**config.mk**
```make
export PLATFORM = sky130hd
export DESIGN_NAME = free_list
export DESIGN_NICKNAME = d
export VERILOG_FILES = /design/src/rtl/free_list.sv
export SDC_FILE = /design/constraint.sdc
export NUM_CORES = 1
export LEC_CHECK = 0
export CAP_MARGIN = 10
export CORE_UTILIZATION = 32
export CTS_BUF_LIST = sky130_fd_sc_hd__clkbuf_16
export CTS_CLUSTER_SIZE = 24
export DETAILED_ROUTE_END_ITERATION = 10
export HOLD_SLACK_MARGIN = 0.05
export RECOVER_POWER = 100
export SYNTH_ARGS = -nofsm -noshare
export SYNTH_HDL_FRONTEND = slang
export SYNTH_SLANG_ARGS = --single-unit
export TNS_END_PERCENT = 1
```
**constraint.sdc**
```tcl
create_clock -name clk -period 5.63 [get_ports clk]
set_input_delay 1.4075 -clock clk [delete_from_list [all_inputs] [get_ports clk]]
set_output_delay 1.4075 -clock clk [all_outputs]
set_load 0.1 [all_outputs]
```
**src/rtl/free_list.sv**
```systemverilog
// free_list: circular FIFO of free physical register numbers for rename.
// One pop port (allocation) and two push ports (retire, flush). Storage is
// preloaded with INIT_BASE..INIT_BASE+DEPTH-1 on reset.
//
// Allocation handshake: alloc_req is the request and alloc_gnt the response.
// Both are sampled in the same cycle. alloc_PR is the transferred value when
// alloc_gnt=1. alloc_gnt=1 exactly when alloc_req=1 and the list is not empty.
// The pop commits at the next rising edge. There is no back-pressure beyond
// alloc_gnt. A refused request must simply be held or reissued by rename.
module free_list #(
    parameter int PR_WIDTH  = 6,
    parameter int DEPTH     = 32,
    parameter int INIT_BASE = 32
) (
    input  logic                         clk,
    input  logic                         rst,
    input  logic                         alloc_req,
    output logic [PR_WIDTH-1:0]          alloc_PR,
    output logic                         alloc_gnt,
    input  logic                         retire_reg,
    input  logic [PR_WIDTH-1:0]          PR_old_RT,
    input  logic                         rd_flush,
    input  logic [PR_WIDTH-1:0]          PR_new_flush,
    output logic [$clog2(DEPTH+1)-1:0]   free_count,
    output logic                         empty,
    output logic                         full,
    output logic                         overflow
);

    localparam int PTR_W = $clog2(DEPTH);
    localparam int CNT_W = $clog2(DEPTH+1);
    localparam logic [CNT_W-1:0] DEPTH_C = CNT_W'(DEPTH);
    localparam logic [PTR_W-1:0] LAST_C  = PTR_W'(DEPTH - 1);

    logic [PR_WIDTH-1:0] mem_q [DEPTH];
    logic [PTR_W-1:0]    head_q, head_d;
    logic [PTR_W-1:0]    tail_q, tail_d;
    logic [CNT_W-1:0]    count_q, count_d;
    logic                overflow_q, overflow_d;

    // Write ports. Port A takes the first accepted push, port B the second.
    logic                wr_a_en, wr_b_en;
    logic [PTR_W-1:0]    wr_a_addr, wr_b_addr;
    logic [PR_WIDTH-1:0] wr_a_data, wr_b_data;

    logic                pop;
    logic                ret_acc, fl_acc;
    logic [CNT_W-1:0]    cnt_after_pop, cnt_after_ret;

    // Modulo-DEPTH pointer increment; also correct for non-power-of-two depths.
    function automatic logic [PTR_W-1:0] ptr_inc(input logic [PTR_W-1:0] p);
        return (p == LAST_C) ? '0 : p + PTR_W'(1);
    endfunction

    // Outputs come straight from registered state; only alloc_gnt also sees alloc_req.
    assign empty      = (count_q == '0);
    assign full       = (count_q == DEPTH_C);
    assign free_count = count_q;
    assign overflow   = overflow_q;
    assign alloc_PR   = mem_q[head_q];
    assign alloc_gnt  = pop;
    assign pop        = alloc_req & ~empty;

    // Next state: pop is ordered first, then the retire push, then the flush push.
    // Each push checks space against the running count.
    always_comb begin
        head_d        = head_q;
        tail_d        = tail_q;
        overflow_d    = overflow_q;
        wr_a_en       = 1'b0;
        wr_b_en       = 1'b0;
        wr_a_addr     = tail_q;
        wr_b_addr     = ptr_inc(tail_q);
        wr_a_data     = PR_old_RT;
        wr_b_data     = PR_new_flush;

        cnt_after_pop = count_q - CNT_W'(pop);
        ret_acc       = retire_reg & (cnt_after_pop < DEPTH_C);
        cnt_after_ret = cnt_after_pop + CNT_W'(ret_acc);
        fl_acc        = rd_flush & (cnt_after_ret < DEPTH_C);
        count_d       = cnt_after_ret + CNT_W'(fl_acc);

        if (pop) begin
            head_d = ptr_inc(head_q);
        end

        if (ret_acc && fl_acc) begin
            wr_a_en = 1'b1;
            wr_b_en = 1'b1;
            tail_d  = ptr_inc(ptr_inc(tail_q));
        end else if (ret_acc || fl_acc) begin
            wr_a_en   = 1'b1;
            wr_a_data = ret_acc ? PR_old_RT : PR_new_flush;
            tail_d    = ptr_inc(tail_q);
        end

        if ((retire_reg && !ret_acc) || (rd_flush && !fl_acc)) begin
            overflow_d = 1'b1;
        end
    end

    // State and storage registers; reset reloads the initial free PR set.
    always_ff @(posedge clk) begin
        if (rst) begin
            head_q     <= '0;
            tail_q     <= '0;
            count_q    <= DEPTH_C;
            overflow_q <= 1'b0;
            for (int i = 0; i < DEPTH; i++) begin
                mem_q[i] <= PR_WIDTH'(INIT_BASE + i);
            end
        end else begin
            head_q     <= head_d;
            tail_q     <= tail_d;
            count_q    <= count_d;
            overflow_q <= overflow_d;
            if (wr_a_en) mem_q[wr_a_addr] <= wr_a_data;
            if (wr_b_en) mem_q[wr_b_addr] <= wr_b_data;
        end
    end

endmodule

```
Word-level counts from Yosys, hierarchy flattened
Memory sizes are Yosys's and may differ from the RTL's. A register that Yosys moved wholly into a read port is not among the register bits.
Index checks and enable logic that the tools add are counted.
Word-level totals
  bits in registers: 17
  latch bits: 0
  memory bits (writable): 192
  memory bits (read-only): 0
  logic and storage cells: 59
  memories: 1
Memory list
  mem_q: depth 32, bits a word 6, read ports 1, clocked after memory_dff 1, wr ports 32, line 35  | logic [PR_WIDTH-1:0] mem_q [DEPTH];
Operators by class
  add/sub/neg operators: 6
  multipliers: 0
  div/mod/pow operators: 0
  magnitude comparators: 2
  eq/ne operators: 4
  shifts and indexed selects: 0
  mux-type cells: 27
  bitwise logic cells: 4
  reductions and logical operators: 11
Operators by type and width (count)
  two-way mux 5 bit: 9
  two-way mux 6 bit: 5
  adder 5 x 1 -> 5 bit, second input constant: 3
  equality test 5 bit, second input constant: 3
  two-way mux 1 bit: 13
  adder 6 x 1 -> 6 bit: 2
  < comparator 6 bit, second input constant: 2
  OR reduction 6 bit: 2
  equality test 6 bit, second input constant: 1
  zero test 6 bit: 1
  subtractor 6 x 1 -> 6 bit: 1
  AND 1 bit: 3
  logical AND 1 bit: 3
  zero test 1 bit: 2
  logical OR 1 bit: 2
  nonzero test 2 bit: 1
  NOT 1 bit: 1

Depth between registers and ports, before layout
Gate-level depths: netlist of run 1.
  depth after elaboration: 17
  depth in mapped cells: 22
  gate-level depth less buffers: 20

Worst setup path before layout of run 1
OpenSTA, ideal clock, no wires.
  kind: reg2reg
  from: reg count_q[3] (netlist: free_count[3])
  to: mem mem_q[15][0], enable pin
  arrival time: 8.191 ns
  required time: 5.314 ns
  path slack: -2.877 ns
  stages on the path, launching flop included: 20
  path buffers: 3
  period minus slack after synthesis: 8.507 ns
  cells stage by stage: dfxtp_1 > buf_2 > or4_4 > nor3_1 > nand2b_1 > clkbuf_1 > inv_1 > ha_1 > a21boi_0 > nor2_1 > nand2_1 > inv_1 > ha_1 > and3b_1 > mux2_2 > a2111oi_2 > buf_2 > nand2_1 > nor4_1 > a211o_1
RTL lines
  start, declared: line 38  | logic [CNT_W-1:0] count_q, count_d;
  start signal, assigned: line 115  | count_q <= count_d;
  end, declared: line 35

==> results of run 1 <==
[Yosys cell counts, types with 10 or more instances]
cell        n  share of area (%)
a211o_1    31                2.2
a211oi_2   13                1.3
a21oi_1    13               0.53
a22o_1     35                2.5
a22oi_1    55                3.4
a32o_1     41                3.4
a32oi_1    51                3.7
and4_1     10               0.72
buf_1      18               0.55
buf_2      24               0.99
clkbuf_1   53                1.6
dfxtp_1    22                3.6
edfxtp_1  192                 47
ha_1       14                1.4
inv_1      19               0.59
mux2_2     10               0.92
mux4_2     60                 11
nand2_1    36                1.1
nand3_1    10               0.41
nor2_1     36                1.1
nor3_1     10               0.41
[how the worst max path moves through the flow]
| stage | from | to | slack (ns) | cells after the start |
|---|---|---|---|---|
| after floorplan | free_count[2] | mem_q[17][1] | -0.48 | 20 |
| after global placement | alloc_req | mem_q[31][4] | 0.26 | 17 |
| after detailed placement | alloc_req | mem_q[23][3] | 0.16 | 15 |
| after CTS | alloc_req | mem_q[23][3] | 0.69 | 16 |
| after global routing | alloc_req | mem_q[31][2] | 0.23 | 17 |
| final | alloc_req | mem_q[31][3] | 0.40 | 17 |
[cells by family (layout without fill, tap and decap cells)]
logic type	after synthesis	after routing	share of synthesized area [%]
fa+ha+maj	14	14	1.44
buf+inv	119	153	4.04
simple gates	168	168	8.34
xor+xnor	10	10	0.719
mux	80	80	13.1
compound gates	297	297	21.4
flops	214	214	50.9
[power by group]
part	switching [mW]	total, mW	internal, mW
clock network	0.645	1.56	0.917
logic	1.22	1.75	0.529
registers	0.110	1.93	1.82
total	1.98	5.24	3.26
[metal layers]
| layer | track usage, % | up-vias | part of all wire, % |
|---|---|---|---|
| li1 | - | 3878 | - |
| met1 | 28.2 | 4629 | 40 |
| met3 | 4.10 | 104 | 11 |
| met2 | 31.5 | 640 | 45 |
| met4 | 8.79 | 2 | 4.0 |
| met5 | 0 | - | 0.033 |
[cell usage in the layout, fill, tap and decap left out, types with 10 or more instances in the layout]
cell	netlist	layout
a211o_1	31	31
a211oi_2	13	13
a21oi_1	13	13
a22o_1	35	35
a22oi_1	55	55
a32o_1	41	41
a32oi_1	51	51
and4_1	10	10
buf_4	2	38
clkbuf_1	53	11
clkbuf_16	0	26
clkdlybuf4s50_1	0	15
dfxtp_1	22	16
edfxtp_1	192	192
ha_1	14	12
inv_1	19	27
mux2_2	10	10
mux4_2	60	60
nand2_1	36	35
nor2_1	36	31
[tightest hold or removal path, cell delays in order (launching register included)]
cell	delay, ns
dfxtp_1	0.33
a211oi_1	0.05
nor2_1	0.07
[stage by stage]
| step | total power [mW] | worst slack, ns | util, % | hold slack, ns | cells |
|---|---|---|---|---|---|
| after detailed placement | 3.73 | 0.160 | 35.7 | 0.484 | 1403 |
| final | 5.24 | 0.402 | 37.4 | 0.484 | 1447 |
| after global placement | 3.72 | 0.260 | 35.7 | 0.470 | 1403 |
| after CTS | 5.27 | 0.692 | 37.8 | 0.507 | 1447 |
| after floorplan | 3.22 | -0.483 | - | 0.455 | 902 |
| after global routing | 5.40 | 0.235 | 37.4 | 0.538 | 1447 |
[cell type report]
cell class / count / area [sq um] / area share [%]
repair buffers: 88 / 717 / 5.10
clock buffers: 26 / 651 / 4.62
multi-input cells: 569 / 5640 / 40.1
well taps: 511 / 639 / 4.54
clock inverters: 18 / 125 / 0.889
flip-flops and latches: 214 / 6220 / 44.2
inverters: 21 / 82.6 / 0.587
[state kept, by name, indices dropped and copies added (netlist names), named ones only]
| name | cells |
|---|---|
| free_count | 6 |
| head_q | 5 |
| mem_q | 192 |
| overflow | 1 |
| tail_q | 5 |
==> impl_metrics.json, run 1 <==
{
  "antenna_cells_inserted": 0,
  "hold_class": "flop to flop",
  "cts_setup_buffers": 0,
  "ys_types": 79,
  "cp_common_cell": "o211ai_1",
  "hold_end": "overflow",
  "highest_clock_rate_mhz": 191,
  "cts_inserted_buffers": 24,
  "drt.antenna.violating_nets": 0,
  "number_of_antenna_violations_at_the_first_check_in_global_routing": 1,
  "grt_setup_unrepaired": "no",
  "data_required_time_at_the_worst_endpoint_ns": 5.86,
  "critPathMaxFanout": 11,
  "tightest_slew_ns": 1.15,
  "maximum_number_of_pins_on_one_net_before_global_route_repair": 52,
  "last_weighted_congestion_value_of_the_routability_driven_placer": 0.860,
  "layout.cell_area.non_filler_sq_um": 14100,
  "overflow": 0,
  "grt_pass1_vias": 8822,
  "minimum_setup_slack_among_reg_to_reg_paths_ns": 0.46,
  "fin_worst_skew_ns": 0.00697,
  "final.setup.tns_ns": 0,
  "critical_path.endpoint_type": "flop",
  "worst_path_class_setup": "input pin to flop",
  "worst_path_largest_cell_delay_ns": 0.87,
  "worst_reg2reg_path_length_in_cells": 18,
  "leakage_nw": 4.06,
  "detailed_place_hpwl_microns": 26100,
  "1st_pass_router_iterations": 8,
  "crit_arrival_ns": 5.46,
  "synth_area_per_cell_sq_um": 13.5,
  "async_reset_ff_share_pct": 0,
  "hold_viol": 0,
  "power.density_nw_per_um2": 372,
  "drtIter0Drc": 1049,
  "ios": 33,
  "numClockSinks": 214,
  "vdd_ir_drop_max_mv": 0.526,
  "wirelength_microns": 40000,
  "hold-path-cell-count": 2,
  "global_route_wire_length_before_repair_microns": 59000,
  "area_delta_synth_final_pct": 15.5,
  "min_from": "overflow",
  "slowest_stage": "o211ai_1",
  "design.core.area_sq_um": 37600,
  "htreeDepth": 1,
  "num-fill-cells": 3540,
  "timing.critical_path.from_type": "input pin",
  "path_delay_family": "compound AO/OA/AOI/OAI gates",
  "postSynthCellCount": 902,
  "synth_enable_flop_cells": 192,
  "timing.final.max_slew_violations": 0,
  "clock_tree.root_cell": "clkbuf_16",
  "clock_tree_from_tritoncts": "yes",
  "design.final.nets": 949,
  "clockBufferDepth": 3,
  "postPlaceCellArea_sq_um": 13400,
  "clock_insertion_delay_worst_skew_ns": 0.52,
  "timing.critical_path.buf_inv": 5,
  "dieArea_sq_um": 38900,
  "run_status": "finished clean",
  "final_layout_size_suffix_gt1_share_pct": 24.7,
  "crit_chain": "clkdlybuf4s50_1, nand2b_1, clkinvlp_4, ha_4, inv_1, nor3_2, nor2_2, nand2_4, inv_2, ha_2, nor3b_4, mux2_4, a211oi_4, o21a_1, o211ai_1, o211ai_1, clkbuf_1",
  "yosys_warnings": 0,
  "post_drt_wl_per_cell_microns": 27.6,
  "clk_pin_slew_ns": 0.06,
  "drcViolationCount": 0,
  "cts_hold_repair.buffers": 0,
  "setup_viol_count_final": 0,
  "synthesis.nets": 933,
  "synth_ff_type": "edfxtp_1",
  "start_util_pct": 32.4,
  "synth_seq_area_share_pct": 50.9,
  "std_cell_rows": 71,
  "track_usage_pct": 20.5,
  "num_vias": 9253,
  "relSlewSlack_pct": 23.1,
  "io_buffer_count": 32,
  "layout_worst_path_cycle_share_pct": 92.9,
  "cts_resized": 0,
  "floorplan.die.width_microns": 197,
  "cap_violations": 0,
  "layout_min_cycle_time_ns": 5.23,
  "netlist_area_sq_um": 12200,
  "timing.rr.start": "free_count[2]",
  "worstReg2RegEnd": "mem_q[31][3]",
  "chipHeight_microns": 197,
  "synth_seq_cells": 214,
  "post_drt_via_cell_ratio": 6.39
}
Note: power is estimated with default switching activity, not from simulation.
==> run 2: changes to the inputs <==
==> constraint.sdc (replaced) <==
create_clock -name clk -period 6.2 [get_ports clk]
set_input_delay 1.55 -clock clk [delete_from_list [all_inputs] [get_ports clk]]
set_output_delay 1.55 -clock clk [all_outputs]
set_load 0.1 [all_outputs]
==> run 2 against run 1 <==
  * Wire length grew 2.0%
  * Hold slack improved by 0.011 ns
  * Sequential share of layout area increased by 0.52 points
  * Power decreased by 11%
  * Global-route usage grew 0.28 points
  * Cell area shrank 1.2%
  * First-iteration DRC count rose by 30%
==> impl_metrics.json, run 2 (synthesis results as in run 1) <==
{
  "run_status": "finished clean",
  "drtIter0Drc": 1363,
  "clock_insertion_delay_worst_skew_ns": 0.53,
  "highest_count_cells_in_the_layout_ignoring_fill_and_taps": "edfxtp_1, mux4_2, a22oi_1, a32oi_1, a32o_1",
  "commonest_non_fill_non_tap_cell_in_the_layout": "edfxtp_1",
  "leakage_nw": 3.99,
  "area_delta_synth_final_pct": 14.2,
  "worst_reg2reg_path_length_in_cells": 19,
  "antenna_cells_inserted": 0,
  "timing.final.max_slew_violations": 0,
  "design.final.nets": 937,
  "cts_hold_repair.buffers": 0,
  "timing.critical_path.buf_inv": 6,
  "clock_tree_from_tritoncts": "yes",
  "htreeDepth": 1,
  "cts_resized": 0,
  "vdd_ir_drop_max_mv": 0.482,
  "num_vias": 9271,
  "data_required_time_at_the_worst_endpoint_ns": 6.41,
  "floorplan.die.width_microns": 197,
  "layout_setup_ws_ns": 0.565,
  "final_layout_size_suffix_gt1_share_pct": 23.1,
  "postPlaceCellArea_sq_um": 13300,
  "maximum_number_of_pins_on_one_net_before_global_route_repair": 39,
  "fin_worst_skew_ns": 0.0218,
  "crit_arrival_ns": 5.85,
  "worst_path_class_setup": "input pin to flop",
  "largest_register_ff_count": 192,
  "critPathMaxFanout": 13,
  "std_cell_rows": 71,
  "track_usage_pct": 20.8,
  "1st_pass_router_iterations": 6,
  "worstReg2RegEnd": "mem_q[11][4]",
  "overflow": 0,
  "timing.critical_path.from_type": "input pin",
  "minimum_setup_slack_among_reg_to_reg_paths_ns": 0.91,
  "grt_pass1_vias": 8874,
  "path_delay_family": "buffers and inverters",
  "hold_class": "flop to flop",
  "start_util_pct": 32.4,
  "cts_inserted_buffers": 24,
  "registers.top_by_ff_count": "mem_q",
  "crit_chain": "dlygate4sd3_1, nand2b_1, clkinvlp_2, ha_4, inv_1, nor3_1, nor2_1, nand2_2, inv_1, ha_1, nor3b_2, mux2i_2, a211oi_1, o21ai_2, buf_4, mux2i_2, clkbuf_2, o32ai_1",
  "post_drt_wl_per_cell_microns": 28.4,
  "clockBufferDepth": 3,
  "slowest_stage": "a211oi_1",
  "power.density_nw_per_um2": 337,
  "utilization_pct": 37.0,
  "timing.rr.start": "free_count[3]",
  "preCtsSetupSlack_ns": 0.329,
  "layout.cell_area.non_filler_sq_um": 13900,
  "worst_hold_slack_ns": 0.495,
  "number_of_antenna_violations_at_the_first_check_in_global_routing": 0,
  "dieArea_sq_um": 38900,
  "grt_setup_unrepaired": "no",
  "tightest_slew_ns": 1.31,
  "hold_viol": 0,
  "io_buffer_count": 32,
  "clk_pin_slew_ns": 0.06,
  "design.core.area_sq_um": 37600,
  "highest_clock_rate_mhz": 177,
  "cts_setup_buffers": 0,
  "layout_worst_path_cycle_share_pct": 90.9,
  "timing.critical_path.from": "alloc_req",
  "numClockSinks": 214,
  "wirelength_microns": 40700,
  "detailed_place_hpwl_microns": 26900,
  "last_weighted_congestion_value_of_the_routability_driven_placer": 0.877,
  "ios": 33,
  "drt.antenna.violating_nets": 0,
  "critical_path.endpoint_type": "flop",
  "setup_viol_count_final": 0,
  "chipHeight_microns": 197,
  "clock_tree.root_cell": "clkbuf_16",
  "drcViolationCount": 0,
  "worst_path_largest_cell_delay_ns": 0.55,
  "global_route_wire_length_before_repair_microns": 60000,
  "fin_total_pwr_mw": 4.68,
  "critical_path.endpoint": "mem_q[11][4]",
  "worstSetupPathDepth": 18,
  "cap_violations": 0,
  "relSlewSlack_pct": 11.8,
  "hold-path-cell-count": 2,
  "layout_min_cycle_time_ns": 5.63,
  "min_from": "overflow",
  "post_drt_via_cell_ratio": 6.46
}
==> run 2: worst min path at each step <==
stage                          end  slack, ns
final                     overflow       0.49
after global routing          flop       0.54
after CTS                 overflow       0.50
after detailed placement  overflow       0.49
after global placement    overflow       0.48
after floorplan               flop       0.45
==> run 2: area by class of cell <==
class	instances	area, sq um
multi-input combinational	569	5570
clock inverter	19	125
inverter	21	80.1
clock buffer	25	626
timing repair buffer	76	654
fill	3598	23700
sequential	214	6220
tap	511	639
==> run 2: through the flow <==
| step | TNS [ns] | std cells |
|---|---|---|
| 3_3_place_gp | 0 | 1391 |
| 2_1_floorplan | -1.35 | 902 |
| 5_1_grt | 0 | 1435 |
| 6_report | 0 | 1435 |
| 3_5_place_dp | 0 | 1391 |
| 4_1_cts | 0 | 1435 |
==> run 2: where the power goes <==
part | internal, mW | switching (mW)
logic | 0.456 | 1.10
clock network | 0.774 | 0.600
registers | 1.65 | 0.103
total | 2.88 | 1.81
==> run 2: layer usage <==
metal | up-vias | GRT usage [%] | routed length [microns]
met5 | - | 0 | 0
met4 | 0 | 7.64 | 1200
met3 | 89 | 3.36 | 4230
met2 | 681 | 33.0 | 19100
met1 | 4642 | 28.7 | 16200
li1 | 3859 | - | -
==> run 2: worst register-to-register path, cell delays in order, from the launching register on <==
cell	delay, ns
dfxtp_4	0.38
or4_4	0.58
nor3_4	0.20
nand2b_1	0.16
clkinvlp_2	0.18
ha_4	0.23
inv_1	0.13
nor3_1	0.08
nor2_1	0.18
nand2_2	0.07
inv_1	0.19
ha_1	0.27
nor3b_2	0.25
mux2i_2	0.13
a211oi_1	0.55
o21ai_2	0.11
buf_4	0.23
mux2i_2	0.38
clkbuf_2	0.47
o32ai_1	0.20
